## src/rtl/if_fetch.sv

```systemverilog
// if_fetch: IF stage. Holds the PC, fetches from a variable-latency imem, and hands
// pcadd/inst to IF/ID.
// Ports: clk, rst_n, pcwrite, branch_taken/branch_target, jump/jump_target,
// imem_req/imem_addr/imem_rdata/imem_ready, pcadd, inst, fetch_stall.
module if_fetch #(
  parameter logic [7:0] RESET_PC = 8'h00
) (
  input  logic        clk,
  input  logic        rst_n,
  input  logic        pcwrite,
  input  logic        branch_taken,
  input  logic [7:0]  branch_target,
  input  logic        jump,
  input  logic [7:0]  jump_target,
  output logic        imem_req,
  output logic [7:0]  imem_addr,
  input  logic [31:0] imem_rdata,
  input  logic        imem_ready,
  output logic [7:0]  pcadd,
  output logic [31:0] inst,
  output logic        fetch_stall
);

  typedef enum logic [1:0] {
    FETCH = 2'd0,
    HOLD  = 2'd1,
    DROP  = 2'd2
  } state_t;

  state_t      state, state_nx;
  logic [7:0]  pc, pc_nx;
  logic [7:0]  redir_pc, redir_nx;
  logic [31:0] hold_buf, hold_nx;
  logic        redirect;
  logic [7:0]  target;

  // Branch is the older instruction, so it beats a jump.
  assign redirect  = branch_taken | jump;
  assign target    = branch_taken ? branch_target : jump_target;
  assign pcadd     = pc + 8'd1;
  // The PC only moves when a request completes or in HOLD,
  // so the address stays stable while a request is pending.
  assign imem_addr = pc;

  always_ff @(posedge clk or negedge rst_n) begin
    if (!rst_n) begin
      state    <= FETCH;
      pc       <= RESET_PC;
      redir_pc <= 8'h00;
      hold_buf <= 32'h0;
    end else begin
      state    <= state_nx;
      pc       <= pc_nx;
      redir_pc <= redir_nx;
      hold_buf <= hold_nx;
    end
  end

  always_comb begin
    state_nx    = state;
    pc_nx       = pc;
    redir_nx    = redir_pc;
    hold_nx     = hold_buf;
    imem_req    = 1'b1;
    inst        = 32'h0;
    fetch_stall = 1'b1;
    unique case (state)
      FETCH: begin
        if (imem_ready) begin
          if (redirect) begin
            pc_nx = target;
          end else begin
            inst        = imem_rdata;
            fetch_stall = 1'b0;
            if (pcwrite) begin
              pc_nx = pcadd;
            end else begin
              hold_nx  = imem_rdata;
              state_nx = HOLD;
            end
          end
        end else if (redirect) begin
          // Cannot abandon the pending request; drain it first.
          redir_nx = target;
          state_nx = DROP;
        end
      end
      HOLD: begin
        imem_req    = 1'b0;
        inst        = hold_buf;
        fetch_stall = 1'b0;
        if (redirect) begin
          pc_nx    = target;
          state_nx = FETCH;
        end else if (pcwrite) begin
          pc_nx    = pcadd;
          state_nx = FETCH;
        end
      end
      DROP: begin
        if (redirect) redir_nx = target;
        if (imem_ready) begin
          pc_nx    = redirect ? target : redir_pc;
          state_nx = FETCH;
        end
      end
      default: state_nx = FETCH;
    endcase
  end

endmodule

```

## config.mk

```make
export PLATFORM = sky130hd
export DESIGN_NAME = if_fetch
export DESIGN_NICKNAME = d
export VERILOG_FILES = /design/src/rtl/if_fetch.sv
export SDC_FILE = /design/constraint.sdc
export NUM_CORES = 1
export LEC_CHECK = 0
export ABC_AREA = 1
export BUFFER_PORTS_ARGS = -buffer_cell sky130_fd_sc_hd__buf_4
export CAP_MARGIN = 5
export CORE_UTILIZATION = 28
export DETAILED_ROUTE_END_ITERATION = 12
export SYNTH_ARGS = -nofsm -noshare
export SYNTH_HDL_FRONTEND = slang
export SYNTH_SLANG_ARGS = --single-unit
```

## constraint.sdc

```tcl
create_clock -name clk -period 1.55 [get_ports clk]
set_clock_uncertainty 0.15 [all_clocks]
set_input_delay 0.155 -clock clk [delete_from_list [all_inputs] [get_ports clk]]
set_output_delay 0.155 -clock clk [all_outputs]
set_load 0.005 [all_outputs]
```

==> flow_summary.yaml, run 1 <==
sta:
  period_share_pct: 120
  drv_slew: 0
  hold_viol: 0
  rsz0062_at_grt: "true"
  fmax_mhz: 537
  setup_viol: 74
  min_period_ns: 1.86
  tightest_slew_ns: 0.395
  fin_ws_ns: -0.313
  relSlewSlack_pct: 73.6
finish:
  fillers: 890
  multi_input_area_um2: 1420
  seq_area_um2: 1250
  diodes: 0
  final_area_um2: 4870
  drive_above_1_share_pct: 44.2
  final_nets: 604
  utilization_pct: 52.2
  area_growth_pct: 79.4
critical_path:
  critPathLaunch: "state[0]"
  crit_end: "inst[2]"
  max_stage_delay_ns: 0.42
  r2r_start: "state[0]"
  worstPathMaxFanout: 7
  crit_path_end_kind: "primary output"
  crit_slowest_cell: "dfrtp_1"
  cpMostUsedCell: "buf_4"
  crit_chain: "nor2_2, nand2_2, nor2_4, buf_4, inv_6, o21ai_1, buf_4"
  regToRegEndpoint: "hold_buf[28]"
  r2r_cells: 9
  arrival_ns: 1.56
  path_class: "reg -> out"
  worstPathRequired_ns: 1.24
  r2r_slack_ns: -0.20
  startpoint_type: "flip-flop"
global_routing:
  overflow: 0
  antenna_found_initial: 0
  grt_pass1_wl_mm: 13.8
  first_global_vias: 3033
  track_usage_pct: 17.4
  grt_max_degree: 31
pwr:
  finalPower_mw: 5.02
  p_per_area_nw_per_um2: 1030
  p_seq_share_pct: 40.1
  p_int_mw: 3.36
  ir_worst_vdd_uv: 418
  power.switching_mw: 1.65
  p_sw_share_pct: 33.0
  comb_power_share_pct: 41.6
  p_leak_nw: 2.38
  clockPowerShare_pct: 18.3
floorplanning:
  die_h_um: 100
  initial_core_util_pct: 29.1
  num_io_pins: 104
  die_x_um: 100
  dieArea_um2: 10100
  core_um2: 9330
  rows: 35
run_status:
  status: "complete, but fails checks"
  violations: "setup timing"
logic_synthesis:
  synth_top_area_share_pct: 46.1
  yosysMostFrequentCell: "nand2_1"
  synthTopCellsByCount: "nand2_1 (100), o21ai_0 (61), dfrtp_1 (50), inv_1 (47), nor2_1 (21)"
  ys_warn_count: 0
  ys_ff_latch: 50
  synth_nets: 418
  synth_top_area_cell: "dfrtp_1"
  synth_area_leaders: "dfrtp_1 (46%), nand2_1 (14%), o21ai_0 (11%), inv_1 (6.5%), o22ai_1 (4.2%)"
  async_flop_share_pct: 100
  ys.flop_type: "dfrtp_1"
  synth-edff-count: 0
  ys_seq_area_share_pct: 46.1
  synth_cells: 363
  syn_area_um2: 2710
  yosys.cell_types.count: 30
  synth.avg_cell_area_um2: 7.47
min_path:
  min_path_type: "in -> reg"
clock_network:
  cts_max_path_buffers: 2
  cts_tree: "built"
  cts_made_buffers: 5
  clock_latency_ns: 0.30
  htree_num_levels: 2
  cts_sinks: 50
  root_buffer: "clkbuf_8"
  clk_pin_slew_ns: 0.09
job:
  max_cap_viol_count: 0
detailed_routing:
  wire_per_inst_um: 12.6
  vias: 3047
  vias_per_cell: 4.49
  routed_wl_mm: 8.54
  wl_met2_mm: 4.45
  drcViolationCount: 0
  first_pass_iters: 4
  highest_layer: "met4"
  drtAntennaViolNets: 0
  wl_met1_mm: 3.59
  dr_wl_met3_um: 381
  detail_route.iter0.violations: 117
placed_design:
  place.gp.congestion: 0.780
  post-place-ws_ns: -0.0736
  dpl_cell_area_um2: 3850
  port_buffers: 103
  hpwlAfterDp_mm: 5.41
[cells in the final DEF (no fill, tap or decap), types with 4 or more instances in the layout]
master         instances
buf_4                141
nand2_1               89
dfrtp_1               47
inv_1                 43
o21ai_0               30
o21ai_1               28
buf_6                 20
dlygate4sd3_1         19
o22ai_1               18
o21ai_2               15
nor2_1                15
nand3_1               11
nand2_2                8
buf_12                 6
nor2_2                 5
clkbuf_8               5
inv_6                  4
nand2_4                4
[flip-flops by register name (all words and copies together), names as in the netlist]
register,cells
hold_buf,32
imem_addr,8
redir_pc,8
state,2
[cell type report]
type | count | area share (%)
clock buffer | 6 | 1.49
clock inverter | 2 | 0.771
inverter | 50 | 4.24
multi-input combinational | 248 | 29.1
sequential | 50 | 25.8
tap | 129 | 3.32
timing repair buffer | 190 | 34.7
timing repair inverter | 4 | 0.591
[how the worst min path moves through the flow]
stage | startpoint | slack, ns | end | cells after the start
floorplan | rst_n | -0.29 | hold_buf[0] | 0
global placement | rst_n | -0.04 | hold_buf[2] | 1
detailed placement | rst_n | -0.04 | hold_buf[2] | 1
CTS | imem_ready | 0.02 | state[1] | 4
global route | imem_ready | 0.05 | state[1] | 4
finish | imem_ready | 0.03 | state[1] | 4
[metal layers]
metal | global-route usage [%] | vias to the layer above
li1 | - | 1553
met1 | 20.8 | 1410
met2 | 31.8 | 72
met3 | 3.62 | 12
met4 | 4.01 | 0
met5 | 0 | -
[critical path: cells and delay by family, from the launching register on]
kind,cells,cell delay [ns]
flip-flops,1,0.42
AND/OR/NAND/NOR,3,0.38
buffers and inverters,3,0.33
AO/OA/AOI/OAI,1,0.13
[kinds of logic (layout without fill, tap and decap cells)]
| logic type | Yosys count | count (layout) | share of synthesized area [%] |
|---|---|---|---|
| AO/OA/AOI/OAI | 100 | 100 | 20.2 |
| buffers and inverters | 65 | 252 | 10.1 |
| AND/OR/NAND/NOR | 145 | 145 | 22.4 |
| adder cells (fa/ha/maj) | 1 | 1 | 0.461 |
| flip-flops | 50 | 50 | 46.1 |
| XOR/XNOR | 2 | 2 | 0.646 |
[repair_timing]
action / in CTS / in global routing
gates cloned: 5 / 2
buffers inserted: 22 / 15
pin swaps: 14 / 12
hold buffers: 19 / 0
hold endpoints to repair: 68 / 0
gates resized for setup: 86 / 47
setup endpoints to repair: 61 / 83
[metrics by stage]
stage,setup TNS [ns],std cells,hold WS [ns]
6_report,-14.64,679,0.0282
5_1_grt,-22.50,679,0.0495
4_1_cts,-12.85,669,0.0209
3_5_place_dp,-0.519,615,-0.0362
3_3_place_gp,-0.0577,615,-0.0375
2_1_floorplan,-0.532,363,-0.291
[power groups by stage]
stage	clock network [mW]	registers, mW	logic, mW
2_1_floorplan	0	1.95	0.803
3_3_place_gp	0	1.98	1.44
3_5_place_dp	0	2.00	1.48
4_1_cts	0.944	2.00	1.80
5_1_grt	0.995	2.07	2.31
6_report	0.919	2.01	2.09
Note: power is estimated with default switching activity, not from simulation.
==> run 2, diff against run 1 <==
--- a/config.mk
+++ b/config.mk
@@ -9,7 +9,9 @@
 export BUFFER_PORTS_ARGS = -buffer_cell sky130_fd_sc_hd__buf_4
 export CAP_MARGIN = 5
 export CORE_UTILIZATION = 28
+export CTS_BUF_LIST = sky130_fd_sc_hd__clkbuf_2
 export DETAILED_ROUTE_END_ITERATION = 12
+export SETUP_SLACK_MARGIN = 0.05
 export SYNTH_ARGS = -nofsm -noshare
 export SYNTH_HDL_FRONTEND = slang
 export SYNTH_SLANG_ARGS = --single-unit
==> run 2 against run 1 <==
  * The flow still finishes with violations (setup timing)
  * Clock-buffer cell count decreased by 1
  * Sequential share of layout area decreased by 1.9 points
  * Die area unchanged
  * Non-clock buffer count increased by 30
  * Largest cell class unchanged
==> flow_summary.yaml, run 2 (synthesis results as in run 1) <==
min_path:
  min_path_type: "in -> reg"
  min_from: "jump_target[5]"
pwr:
  p_int_mw: 3.12
  comb_power_share_pct: 48.1
  p_sw_share_pct: 36.4
  power.switching_mw: 1.78
  p_seq_share_pct: 40.8
  finalPower_mw: 4.90
  p_leak_nw: 2.55
  p_per_area_nw_per_um2: 934
  ir_worst_vdd_uv: 429
  clockPowerShare_pct: 11.1
critical_path:
  arrival_ns: 1.82
  crit_slowest_cell: "dfrtp_1"
  r2r_start: "state[1]"
  worstPathMaxFanout: 14
  max_stage_delay_ns: 0.47
  worstPathRequired_ns: 1.24
  path_class: "reg -> out"
  crit_path_end_kind: "primary output"
  critPathLaunch: "state[1]"
  startpoint_type: "flip-flop"
  crit_chain: "nor2_2, nand2_2, nor2_4, buf_6, inv_8, o21ai_2, buf_4"
floorplanning:
  die_x_um: 100
  core_um2: 9330
  dieArea_um2: 10100
  die_h_um: 100
  num_io_pins: 104
  initial_core_util_pct: 29.1
  rows: 35
finish:
  fillers: 854
  final_area_um2: 5250
  layout_common_cells: "buf_4 (129), nand2_1 (80), dlygate4sd3_1 (53)"
  final_nets: 631
  diodes: 0
  max_flop_register: "hold_buf"
  largest_reg_flops: 32
  drive_above_1_share_pct: 46.6
  final_common_cell: "buf_4"
  area_growth_pct: 93.4
detailed_routing:
  vias_per_cell: 4.53
  vias: 3195
  first_pass_iters: 6
  detail_route.iter0.violations: 72
  wl_met1_mm: 4.09
  routed_wl_mm: 9.32
  highest_layer: "met4"
  drcViolationCount: 0
  wire_per_inst_um: 13.2
  wl_met2_mm: 4.82
  dr_wl_met3_um: 346
  drtAntennaViolNets: 0
global_routing:
  track_usage_pct: 18.5
  grt_pass1_wl_mm: 14.9
  overflow: 0
  grt_max_degree: 51
  antenna_found_initial: 0
  first_global_vias: 3228
clock_network:
  cts_made_buffers: 5
  clock_latency_ns: 0.45
  cts_tree: "built"
  clk_pin_slew_ns: 0.26
  cts_max_path_buffers: 2
  htree_num_levels: 2
  cts_sinks: 50
  root_buffer: "clkbuf_2"
sta:
  drv_slew: 0
  setup_viol: 77
  fin_ws_ns: -0.579
  relSlewSlack_pct: 55.9
  fmax_mhz: 470
  tightest_slew_ns: 0.661
  period_share_pct: 137
  min_period_ns: 2.13
  hold_viol: 0
  rsz0062_at_grt: "true"
run_status:
  status: "complete, but fails checks"
  violations: "setup timing"
placed_design:
  place.gp.congestion: 0.740
  dpl_cell_area_um2: 3840
  port_buffers: 103
  hpwlAfterDp_mm: 5.42
job:
  max_cap_viol_count: 0
## run 2: cell count changes in the layout (fill, tap and decap cells not counted), sizes merged
cell,before,now
dlygate4sd3,19,53
buf,170,166
clkinv,0,4
inv,52,49
clkbuf,7,5
clkinvlp,3,1
bufbuf,0,1
bufinv,1,0
## run 2: metal layers
layer | up-vias | track usage [%]
met5 | - | 0
met4 | 0 | 3.46
met3 | 5 | 3.62
met2 | 78 | 33.2
met1 | 1503 | 23.0
li1 | 1609 | -
## run 2: what timing repair did
item                                   in CTS  in global routing
resized for setup                         124                 72
cloned                                      5                  0
setup endpoints to repair                  82                 97
buffers inserted                           27                 17
hold buffers                               52                  1
pin swaps                                  18                 19
endpoints found under the hold margin      99                  1
## run 2: final timing paths
kind | to | slack (ns) | cells after the start
hold / removal | imem_addr[5] | 0.06 | 7
max in group asynchronous | imem_addr[2] | 0.71 | 2
setup / recovery | inst[21] | -0.58 | 7
min in group asynchronous | hold_buf[7] | 0.09 | 2
setup reg to reg | hold_buf[7] | -0.16 | 7
hold reg to reg | hold_buf[17] | 0.37 | 2
## run 2: metrics by stage
step                      setup TNS (ns)  utilization, %  cells  worst slack [ns]  hold slack, ns
after CTS                         -23.32            53.8    700            -0.602          -0.219
final                             -22.98            56.2    706            -0.579          0.0594
after floorplan                   -0.249               -    363           -0.0486          -0.291
after global placement             -1.14            41.1    610           -0.0878          0.0841
after detailed placement           -3.60            41.1    610            -0.120          0.0863
after global routing              -30.82            56.2    706            -0.710          0.0562
## run 2: critical path: cells and delay by family, from the launching register on
family	cells	cell delay [ns]
simple gates	3	0.45
compound gates	1	0.13
flops	1	0.47
buf+inv	3	0.33
## run 2: power by group through the flow
| stage | Clock, mW | Sequential (mW) | Combinational, mW |
|---|---|---|---|
| 3_3_place_gp | 0 | 1.98 | 1.43 |
| 6_report | 0.545 | 2.00 | 2.35 |
| 5_1_grt | 0.621 | 2.05 | 2.56 |
| 4_1_cts | 0.564 | 1.99 | 2.08 |
| 2_1_floorplan | 0 | 1.95 | 0.814 |
| 3_5_place_dp | 0 | 2.00 | 1.46 |
## run 2: layout make-up
cell class / instances / area (µm²) / share of cell area (%)
tap: 129 / 161 / 3.08
inverter: 50 / 224 / 4.27
sequential: 50 / 1250 / 23.9
clock buffer: 5 / 25.0 / 0.477
timing repair buffer: 220 / 1990 / 38.0
clock inverter: 3 / 16.3 / 0.310
timing repair inverter: 1 / 5.00 / 0.0954
multi-input combinational: 248 / 1570 / 29.8
==> run 3, diff against run 2 <==
--- a/config.mk
+++ b/config.mk
@@ -6,11 +6,11 @@
 export NUM_CORES = 1
 export LEC_CHECK = 0
 export ABC_AREA = 1
-export BUFFER_PORTS_ARGS = -buffer_cell sky130_fd_sc_hd__buf_4
 export CAP_MARGIN = 5
 export CORE_UTILIZATION = 28
 export CTS_BUF_LIST = sky130_fd_sc_hd__clkbuf_2
 export DETAILED_ROUTE_END_ITERATION = 12
+export DONT_BUFFER_PORTS = 1
 export SETUP_SLACK_MARGIN = 0.05
 export SYNTH_ARGS = -nofsm -noshare
 export SYNTH_HDL_FRONTEND = slang
==> constraint.sdc (replaced) <==
create_clock -name clk -period 1.55 [get_ports clk]
set_clock_uncertainty 0.15 [all_clocks]
set_input_delay 0.155 -clock clk [delete_from_list [all_inputs] [get_ports clk]]
set_output_delay 0.155 -clock clk [all_outputs]
set_load 0.05 [all_outputs]
==> run 3 against run 2 <==
  * The run still ends with setup timing left
  * Power grew 26%
  * Fmax decreased by 0.61%
  * Flip-flop and latch count unchanged
  * Clock-buffer cell count did not move
  * Sequential power is essentially flat
  * First-iteration DRC count grew 60%
  * Non-clock buffer count is 44 lower
  * Clock power is 37% higher
  * Critical endpoint is now inst[20]
==> flow_summary.yaml, run 3 (synthesis results as in run 1) <==
clock_network:
  cts_made_buffers: 5
  cts_max_path_buffers: 2
  root_buffer: "clkbuf_2"
  clock_latency_ns: 0.45
  htree_num_levels: 2
  cts_tree: "built"
  cts_sinks: 50
  clk_pin_slew_ns: 0.28
sta:
  drv_slew: 0
  fin_hold_ws_ns: 0.0916
  period_share_pct: 138
  fin_ws_ns: -0.592
  min_period_ns: 2.14
  rsz0062_at_grt: "true"
  tightest_slew_ns: 1.09
  setup_viol: 80
  fmax_mhz: 467
  hold_viol: 0
  relSlewSlack_pct: 27.4
pwr:
  p_seq_share_pct: 32.6
  p_sw_share_pct: 42.4
  p_int_mw: 3.56
  power.switching_mw: 2.62
  comb_power_share_pct: 55.2
  clockPowerShare_pct: 12.1
  p_leak_nw: 2.68
  p_per_area_nw_per_um2: 1030
  ir_worst_vdd_uv: 456
  finalPower_mw: 6.17
floorplanning:
  rows: 35
  die_h_um: 100
  die_x_um: 100
  initial_core_util_pct: 29.1
  dieArea_um2: 10100
  num_io_pins: 104
  core_um2: 9330
global_routing:
  track_usage_pct: 19.7
  antenna_found_initial: 0
  first_global_vias: 3336
  overflow: 0
  grt_max_degree: 51
  grt_pass1_wl_mm: 15.9
detailed_routing:
  first_pass_iters: 4
  drcViolationCount: 0
  wire_per_inst_um: 14.3
  detail_route.iter0.violations: 115
  routed_wl_mm: 9.50
  vias_per_cell: 4.73
  drtAntennaViolNets: 0
  vias: 3141
finish:
  diodes: 0
  utilization_pct: 64.5
  final_nets: 589
  max_flop_register: "hold_buf"
  drive_above_1_share_pct: 49.2
  layout_common_cells: "nand2_1 (64), dlygate4sd3_1 (53), buf_12 (49)"
  area_growth_pct: 122
  final_common_cell: "nand2_1"
  largest_reg_flops: 32
critical_path:
  worstPathRequired_ns: 1.24
  worstPathMaxFanout: 5
  crit_buf_inv: 3
  crit_family: "flip-flops"
  crit_path_end_kind: "primary output"
  max_stage_delay_ns: 0.46
  startpoint_type: "flip-flop"
  arrival_ns: 1.84
  crit_chain: "nor2_2, nand2_2, nor2_4, buf_6, buf_12, nand2_2, o21ai_4, buf_12"
  path_class: "reg -> out"
  crit_slowest_cell: "dfrtp_1"
job:
  max_cap_viol_count: 0
placed_design:
  hpwlAfterDp_mm: 5.72
  port_buffers: 0
  place.gp.congestion: 0.745
run_status:
  violations: "setup timing"
  status: "complete, but fails checks"
min_path:
  min_path_type: "in -> reg"
==> run 3: worst register-to-register path, stage by stage (launching register included) <==
cell	delay, ns
dfrtp_1	0.46
nor2_2	0.14
nand2_2	0.09
buf_4	0.14
buf_6	0.10
buf_6	0.12
nor3_4	0.18
buf_6	0.18
buf_12	0.11
buf_16	0.09
o22ai_1	0.06
==> run 3: cell type report <==
| class | count | area [µm²] |
|---|---|---|
| timing repair inverter | 3 | 38.8 |
| multi-input combinational | 248 | 1980 |
| fill | 702 | 3310 |
| clock inverter | 3 | 47.5 |
| clock buffer | 5 | 25.0 |
| inverter | 50 | 219 |
| tap | 129 | 161 |
| timing repair buffer | 176 | 2280 |
| sequential | 50 | 1260 |
==> run 3: per-layer routing <==
| metal | track usage (%) | share of wire (%) | vias to the layer above |
|---|---|---|---|
| met5 | 0 | 0 | - |
| met2 | 34.7 | 51 | 88 |
| met4 | 4.57 | 1.3 | 0 |
| met1 | 24.9 | 43 | 1522 |
| met3 | 3.97 | 4.1 | 13 |
| li1 | - | - | 1518 |
==> run 3: through the flow <==
stage | setup TNS [ns] | cells | worst slack [ns] | cell area (µm²)
2_1_floorplan | -5.31 | 363 | -0.260 | 3310
3_3_place_gp | -2.34 | 559 | -0.107 | 4430
3_5_place_dp | -5.38 | 559 | -0.176 | 4430
4_1_cts | -34.84 | 652 | -0.634 | 5790
5_1_grt | -39.51 | 664 | -0.711 | 6020
6_report | -31.54 | 664 | -0.592 | 6020
==> run 3: repair_timing <==
action	in CTS	in global routing
hold buffers	53	2
setup endpoints to repair	88	96
hold endpoints to repair	100	6
resized for setup	99	41
buffers inserted	27	14
gates cloned	9	0
pin swaps	19	13
==> run 3: power groups by stage <==
stage / registers, mW / clock network (mW) / logic (mW)
after detailed placement: 2.02 / 0 / 2.54
after global placement: 2.00 / 0 / 2.48
final: 2.01 / 0.749 / 3.41
after CTS: 1.99 / 0.778 / 3.25
after global routing: 2.07 / 0.824 / 3.64
after floorplan: 2.16 / 0 / 1.62
==> run 3: final timing paths <==
| kind | from | to | slack (ns) | depth (start not counted) |
|---|---|---|---|---|
| setup / recovery | state[0] | inst[20] | -0.59 | 8 |
| hold / removal | imem_ready | hold_buf[17] | 0.09 | 5 |
| setup reg to reg | state[0] | hold_buf[23] | -0.38 | 10 |
| hold reg to reg | hold_buf[11] | hold_buf[11] | 0.38 | 2 |
| max in group asynchronous | rst_n | imem_addr[3] | 0.42 | 3 |
| min in group asynchronous | rst_n | redir_pc[1] | 0.58 | 3 |
